File: src/rtl/cpu_pkg.sv
// cpu_pkg: shared width constants and state encodings for the CPU program loader
package cpu_pkg;

  localparam int OPCODE_W = 3;
  localparam int REG_W    = 4;
  localparam int ADDR_W   = 4;
  localparam int MEM_REGS = 16;

  typedef enum logic [1:0] {IDLE, LOAD, WRITE, DONE} ctrl_state_t;

  typedef enum logic [2:0] {RX_IDLE, RX_START, RX_DATA, RX_STOP, RX_WAIT} rx_state_t;

endpackage

File: src/rtl/uart_rx.sv
// uart_rx: 8N1 LSB-first receiver with glitch rejection and stop-bit framing check
module uart_rx import cpu_pkg::*; #(
  parameter int CLKS_PER_BIT = 1042
) (
  input  logic       clk_i,
  input  logic       reset_ni,
  input  logic       en_i,
  input  logic       rx_i,
  output logic [7:0] byte_o,
  output logic       valid_o,
  output logic       frame_err_o
);

  localparam int CW = $clog2(CLKS_PER_BIT);

  rx_state_t      r_state;
  logic [CW-1:0]  r_cnt;
  logic [2:0]     r_bit;
  logic [7:0]     r_byte;
  logic           r_rx_d;
  logic           r_valid;
  logic           r_ferr;

  assign byte_o      = r_byte;
  assign valid_o     = r_valid;
  assign frame_err_o = r_ferr;

  // Start-edge detect, mid-bit sampling, and re-arm only once the line is back high
  always_ff @(posedge clk_i or negedge reset_ni) begin
    if (!reset_ni) begin
      r_state <= RX_IDLE;
      r_cnt   <= '0;
      r_bit   <= '0;
      r_byte  <= '0;
      r_rx_d  <= 1'b1;
      r_valid <= 1'b0;
      r_ferr  <= 1'b0;
    end else begin
      r_rx_d  <= rx_i;
      r_valid <= 1'b0;
      r_ferr  <= 1'b0;
      if (!en_i) begin
        r_state <= RX_IDLE;
        r_cnt   <= '0;
      end else begin
        case (r_state)
          RX_IDLE: begin
            if (r_rx_d && !rx_i) begin
              r_state <= RX_START;
              r_cnt   <= '0;
            end
          end
          RX_START: begin
            if (r_cnt == CW'(CLKS_PER_BIT / 2 - 1)) begin
              r_cnt   <= '0;
              r_bit   <= '0;
              r_state <= rx_i ? RX_IDLE : RX_DATA;
            end else r_cnt <= r_cnt + 1'b1;
          end
          RX_DATA: begin
            if (r_cnt == CW'(CLKS_PER_BIT - 1)) begin
              r_cnt  <= '0;
              r_byte <= {rx_i, r_byte[7:1]};
              r_bit  <= r_bit + 1'b1;
              if (r_bit == 3'd7) r_state <= RX_STOP;
            end else r_cnt <= r_cnt + 1'b1;
          end
          RX_STOP: begin
            if (r_cnt == CW'(CLKS_PER_BIT - 1)) begin
              r_cnt   <= '0;
              r_valid <= rx_i;
              r_ferr  <= !rx_i;
              r_state <= rx_i ? RX_IDLE : RX_WAIT;
            end else r_cnt <= r_cnt + 1'b1;
          end
          RX_WAIT: begin
            if (rx_i) r_state <= RX_IDLE;
          end
          default: r_state <= RX_IDLE;
        endcase
      end
    end
  end

endmodule

File: src/rtl/program_load_controller.sv
// program_load_controller: halts the CPU and loads program words received over UART
module program_load_controller import cpu_pkg::*; #(
  parameter int CLKS_PER_BIT         = 1042,
  parameter int OPERATION_CODE_WIDTH = OPCODE_W,
  parameter int REGISTER_WIDTH       = REG_W,
  parameter int MEMORY_ADDRESS_WIDTH = ADDR_W,
  parameter int MEMORY_REGISTERS     = MEM_REGS
) (
  input  logic                                         clk_i,
  input  logic                                         reset_ni,
  input  logic                                         p_programm_i,
  input  logic                                         rx_i,
  output logic                                         cpu_halt_o,
  output logic                                         mem_we_o,
  output logic [MEMORY_ADDRESS_WIDTH-1:0]              mem_addr_o,
  output logic [OPERATION_CODE_WIDTH+REGISTER_WIDTH-1:0] mem_data_o,
  output logic                                         done_o,
  output logic                                         frame_err_o
);

  localparam int DW = OPERATION_CODE_WIDTH + REGISTER_WIDTH;

  ctrl_state_t                 r_state;
  logic [MEMORY_ADDRESS_WIDTH-1:0] r_cnt;
  logic [MEMORY_ADDRESS_WIDTH-1:0] r_addr;
  logic [DW-1:0]               r_data;
  logic                        r_halt;
  logic                        r_we;
  logic                        r_done;
  logic                        r_ferr;
  logic [7:0]                  w_rx_byte;
  logic                        w_rx_valid;
  logic                        w_rx_ferr;
  logic                        w_rx_en;
  logic                        w_last;

  assign w_rx_en     = (r_state == LOAD) || (r_state == WRITE);
  assign w_last      = r_cnt == MEMORY_ADDRESS_WIDTH'(MEMORY_REGISTERS - 1);
  assign cpu_halt_o  = r_halt;
  assign mem_we_o    = r_we;
  assign mem_addr_o  = r_addr;
  assign mem_data_o  = r_data;
  assign done_o      = r_done;
  assign frame_err_o = r_ferr;

  uart_rx #(.CLKS_PER_BIT(CLKS_PER_BIT)) u_rx (
    .clk_i       (clk_i),
    .reset_ni    (reset_ni),
    .en_i        (w_rx_en),
    .rx_i        (rx_i),
    .byte_o      (w_rx_byte),
    .valid_o     (w_rx_valid),
    .frame_err_o (w_rx_ferr)
  );

  // Load session FSM: strobes and halt are registered so they align with the state
  always_ff @(posedge clk_i or negedge reset_ni) begin
    if (!reset_ni) begin
      r_state <= IDLE;
      r_cnt   <= '0;
      r_addr  <= '0;
      r_data  <= '0;
      r_halt  <= 1'b0;
      r_we    <= 1'b0;
      r_done  <= 1'b0;
      r_ferr  <= 1'b0;
    end else begin
      r_we   <= 1'b0;
      r_done <= 1'b0;
      case (r_state)
        IDLE: begin
          r_halt <= p_programm_i;
          if (p_programm_i) begin
            r_state <= LOAD;
            r_cnt   <= '0;
            r_ferr  <= 1'b0;
          end
        end
        LOAD: begin
          if (!p_programm_i) begin
            r_state <= IDLE;
            r_cnt   <= '0;
            r_halt  <= 1'b0;
          end else if (w_rx_valid) begin
            r_state <= WRITE;
            r_we    <= 1'b1;
            r_done  <= w_last;
            r_addr  <= r_cnt;
            r_data  <= DW'(w_rx_byte & 8'h7F);
          end else if (w_rx_ferr) r_ferr <= 1'b1;
        end
        WRITE: begin
          r_cnt   <= r_cnt + 1'b1;
          r_state <= w_last ? DONE : LOAD;
        end
        DONE: begin
          if (!p_programm_i) begin
            r_state <= IDLE;
            r_halt  <= 1'b0;
          end
        end
        default: r_state <= IDLE;
      endcase
    end
  end

endmodule

File: config.mk
export PLATFORM = sky130hd
export DESIGN_NAME = program_load_controller
export DESIGN_NICKNAME = d
export VERILOG_FILES = /design/src/rtl/cpu_pkg.sv /design/src/rtl/uart_rx.sv /design/src/rtl/program_load_controller.sv
export SDC_FILE = /design/constraint.sdc
export NUM_CORES = 1
export LEC_CHECK = 0
export CAP_MARGIN = 20
export CORE_ASPECT_RATIO = 1.2
export CORE_MARGIN = 1.5
export CORE_UTILIZATION = 52
export CTS_BUF_LIST = sky130_fd_sc_hd__clkbuf_16
export CTS_CLUSTER_DIAMETER = 30
export CTS_CLUSTER_SIZE = 20
export DETAILED_ROUTE_END_ITERATION = 8
export PLACE_DENSITY = 0.76
export RECOVER_POWER = 100
export REMOVE_ABC_BUFFERS = 1
export SLEW_MARGIN = 20
export SYNTH_ARGS = -nofsm -noshare
export SYNTH_HDL_FRONTEND = slang
export SYNTH_SLANG_ARGS = --single-unit
File: constraint.sdc
create_clock -name clk_i -period 1.8 [get_ports clk_i]
set_clock_uncertainty 0.05 [all_clocks]
set_input_delay 0.18 -clock clk_i [delete_from_list [all_inputs] [get_ports clk_i]]
set_output_delay 0.18 -clock clk_i [all_outputs]
set_load 0.005 [all_outputs]
==> out/qor.yml <==
fin_util: 0.736
seq_power_share: 0.350
cts_tree: "built"
synth_most_common_cell: "dfrtp_1"
cp_cell_sequence: "or3b_4 -> a21oi_4 -> o31ai_2 -> buf_4 -> nor4_1 -> a21o_1"
drt-initial-drc-count: 124
rsz0062_at_grt: "true"
synth_edf_count: 0
cts_root_buffer: "clkbuf_16"
grt_pass1_vias: 1848
fin_ws_ns: -0.0123
fmax_ghz: 0.552
synth_area_leaders: "dfrtp_1 (50%), mux2_2 (9.7%), ha_1 (5.7%)"
vias_per_cell: 5.57
finalHoldViolCount: 0
nNetsFinal: 308
synth_top_area_share: 0.495
period_minus_slack_ns: 1.81
drive_gt1_frac: 0.371
p_sw_frac: 0.329
hold_slack_ns: 0.426
grt_usage: 0.213
holdCritPathClass: "input port to register"
arrival_ns: 2.00
synth_simple_gate_area_frac: 0.170
relSlewSlack: 0.291
die_w_um: 65.4
cp.required_ns: 1.98
p_clk_frac: 0.280
ys_ff_latch: 49
seq_area_um2: 1230
status: "finished with violations"
path_max_fanout: 8
insertion_delay_ns: 0.29
violations: "setup timing"
wl_per_cell_um: 15.2
p_switching_mw: 1.12
cp-start-kind: "register"
synth_compound_area_frac: 0.120
cp_slowest_cell: "dfrtp_2"
finalCritPeriodShare: 1.01
num-fill-cells: 300
placementRows: 27
placement.cell_area_um2: 2980
peakVddDrop_mv: 0.709
ys_types: 45
yosys.area.top_type: "dfrtp_1"
drc: 0
drt.antenna.violating_nets: 0
globalplace.congestion: 1.00
cts_htree_levels: 2
synth_top_family_by_area: "simple AND/OR/NAND/NOR gates"
ys.warnings.count: 0
tns_ns: -0.0457
setup_viol: 7
antenna_found_initial: 0
vias: 1959
cts.sink_count: 49
grt_overflow: 0
tightest_slew_ns: 1.06
netlist_area_um2: 2430
diodes: 0
synthArstFlopShare: 1.00
clkSlewWorstSetupHoldPaths_ns: 0.07
synth-xor-area-share: 0.00722
multi_input_area_um2: 1260
ctsLongestPathBuffers: 2
wl_um: 5360
cp-end-kind: "register"
port_buffers: 18
slowest_delay_ns: 0.43
area_delta_synth_final_pct: 37.4
grt_pass1_wl_um: 8400
p_leak_nw: 1.65
syn_inst: 227
core_um2: 4530
dieArea_um2: 5090
p_per_area_nw_per_um2: 1030
syn_area_per_cell_um2: 10.7
fp.dieH_um: 77.8
ys_top_cells_by_count: "dfrtp_1 (48), mux2_2 (21), nand2_1 (18)"
intPower_mw: 2.29
start_util: 0.536
path_class: "register to register"
dp_hpwl_um: 3420
p_comb_frac: 0.370
ys_seq_area_frac: 0.506
synth_flop_cell: "dfrtp_1"
cap_viol_max_count: 0
fin_area_um2: 3330
dr.pass1.iters: 4
numCtsBuffers: 5
io_pins: 19
synthMuxAreaShare: 0.106
slew_violations: 0
synthAdderAreaFrac: 0.0567
grt_max_degree: 50
-- layout make-up --
cell class                      instances  share of cell area
Clock buffer                            5              0.0375
Clock inverter                          3             0.00788
Inverter                               13              0.0146
Multi-Input combinational cell        159               0.380
Sequential cell                        49               0.369
Tap cell                               58              0.0218
Timing Repair Buffer                   65               0.170
-- path summary, 6_finish.rpt --
check                      depth (start not counted)             from  slack (ns)            end
setup / recovery                                   6  u_rx.r_state[2]       -0.01  u_rx.r_cnt[9]
hold / removal                                     2             rx_i        0.43    u_rx.r_rx_d
setup reg to reg                                   6  u_rx.r_state[2]       -0.01  u_rx.r_cnt[9]
hold reg to reg                                    2    mem_addr_o[1]        0.44  mem_addr_o[1]
max in group asynchronous                          3         reset_ni        0.34  u_rx.r_cnt[0]
min in group asynchronous                          3         reset_ni        0.65  u_rx.r_bit[2]
-- metal layers --
metal | global-route usage | up-vias | share of wire
met5 | 0 | - | 0
met4 | 0.0750 | 0 | 0.017
met3 | 0.0406 | 7 | 0.031
met2 | 0.365 | 43 | 0.54
met1 | 0.265 | 966 | 0.41
li1 | - | 943 | -
-- per-stage QoR --
step                      instances  setup WS (ns)  total power, mW
after global routing            352        -0.0999             3.62
after global placement          336         -0.107             2.20
after floorplan                 221         -0.175             1.76
after detailed placement        336         -0.187             2.23
final                           352        -0.0123             3.42
after CTS                       346       -0.00468             3.25
-- cell usage in the layout, fill, tap and decap left out, types with 4 or more instances in the layout --
cell	count
buf_4	39
mux2_2	20
ha_1	8
a21o_1	5
inv_1	12
dfrtp_1	46
nand3_1	9
clkbuf_16	5
nor3_1	4
nand2_1	17
a21oi_1	9
dlygate4sd3_1	16
o21ai_2	4
o21ai_0	9
nor2_1	12
-- registers in the layout, summed over array words and instances (netlist names) --
name	flops
r_cnt	4
u_rx.r_rx_d	1
done_o	1
u_rx.r_state	3
mem_addr_o	4
mem_data_o	7
u_rx.r_bit	3
u_rx.r_cnt	11
u_rx.frame_err_o	1
u_rx.byte_o	8
u_rx.valid_o	1
r_state	2
mem_we_o	1
frame_err_o	1
cpu_halt_o	1
-- critical path, delay by kind of cell, from the launching register on --
family          cells  cell delay (ns)
simple gates        2             0.73
flops               1             0.43
compound gates      3             0.37
buf+inv             1             0.17
-- power groups by stage --
| stage | clock (mW) | sequential [mW] | combinational [mW] |
|---|---|---|---|
| 2_1_floorplan | 0 | 1.23 | 0.527 |
| 3_3_place_gp | 0 | 1.21 | 0.993 |
| 3_5_place_dp | 0 | 1.21 | 1.02 |
| 4_1_cts | 0.972 | 1.19 | 1.09 |
| 5_1_grt | 1.03 | 1.20 | 1.39 |
| 6_report | 0.958 | 1.19 | 1.27 |
-- cell families after synthesis --
family	count (synthesis)
multiplexers	23
AO/OA/AOI/OAI	46
flip-flops	49
adder cells (fa/ha/maj)	11
buffers and inverters	19
XOR/XNOR	2
AND/OR/NAND/NOR	77
-- timing repair --
| item | CTS | global route |
|---|---|---|
| buffers inserted | 1 | 6 |
| gates resized for setup | 13 | 28 |
| pin swaps | 3 | 16 |
| endpoints found under the hold margin | 48 | 0 |
| endpoints found under the setup margin | 16 | 34 |
| hold buffers | 1 | 0 |
No activity file was read; power rests on OpenSTA's default activity.
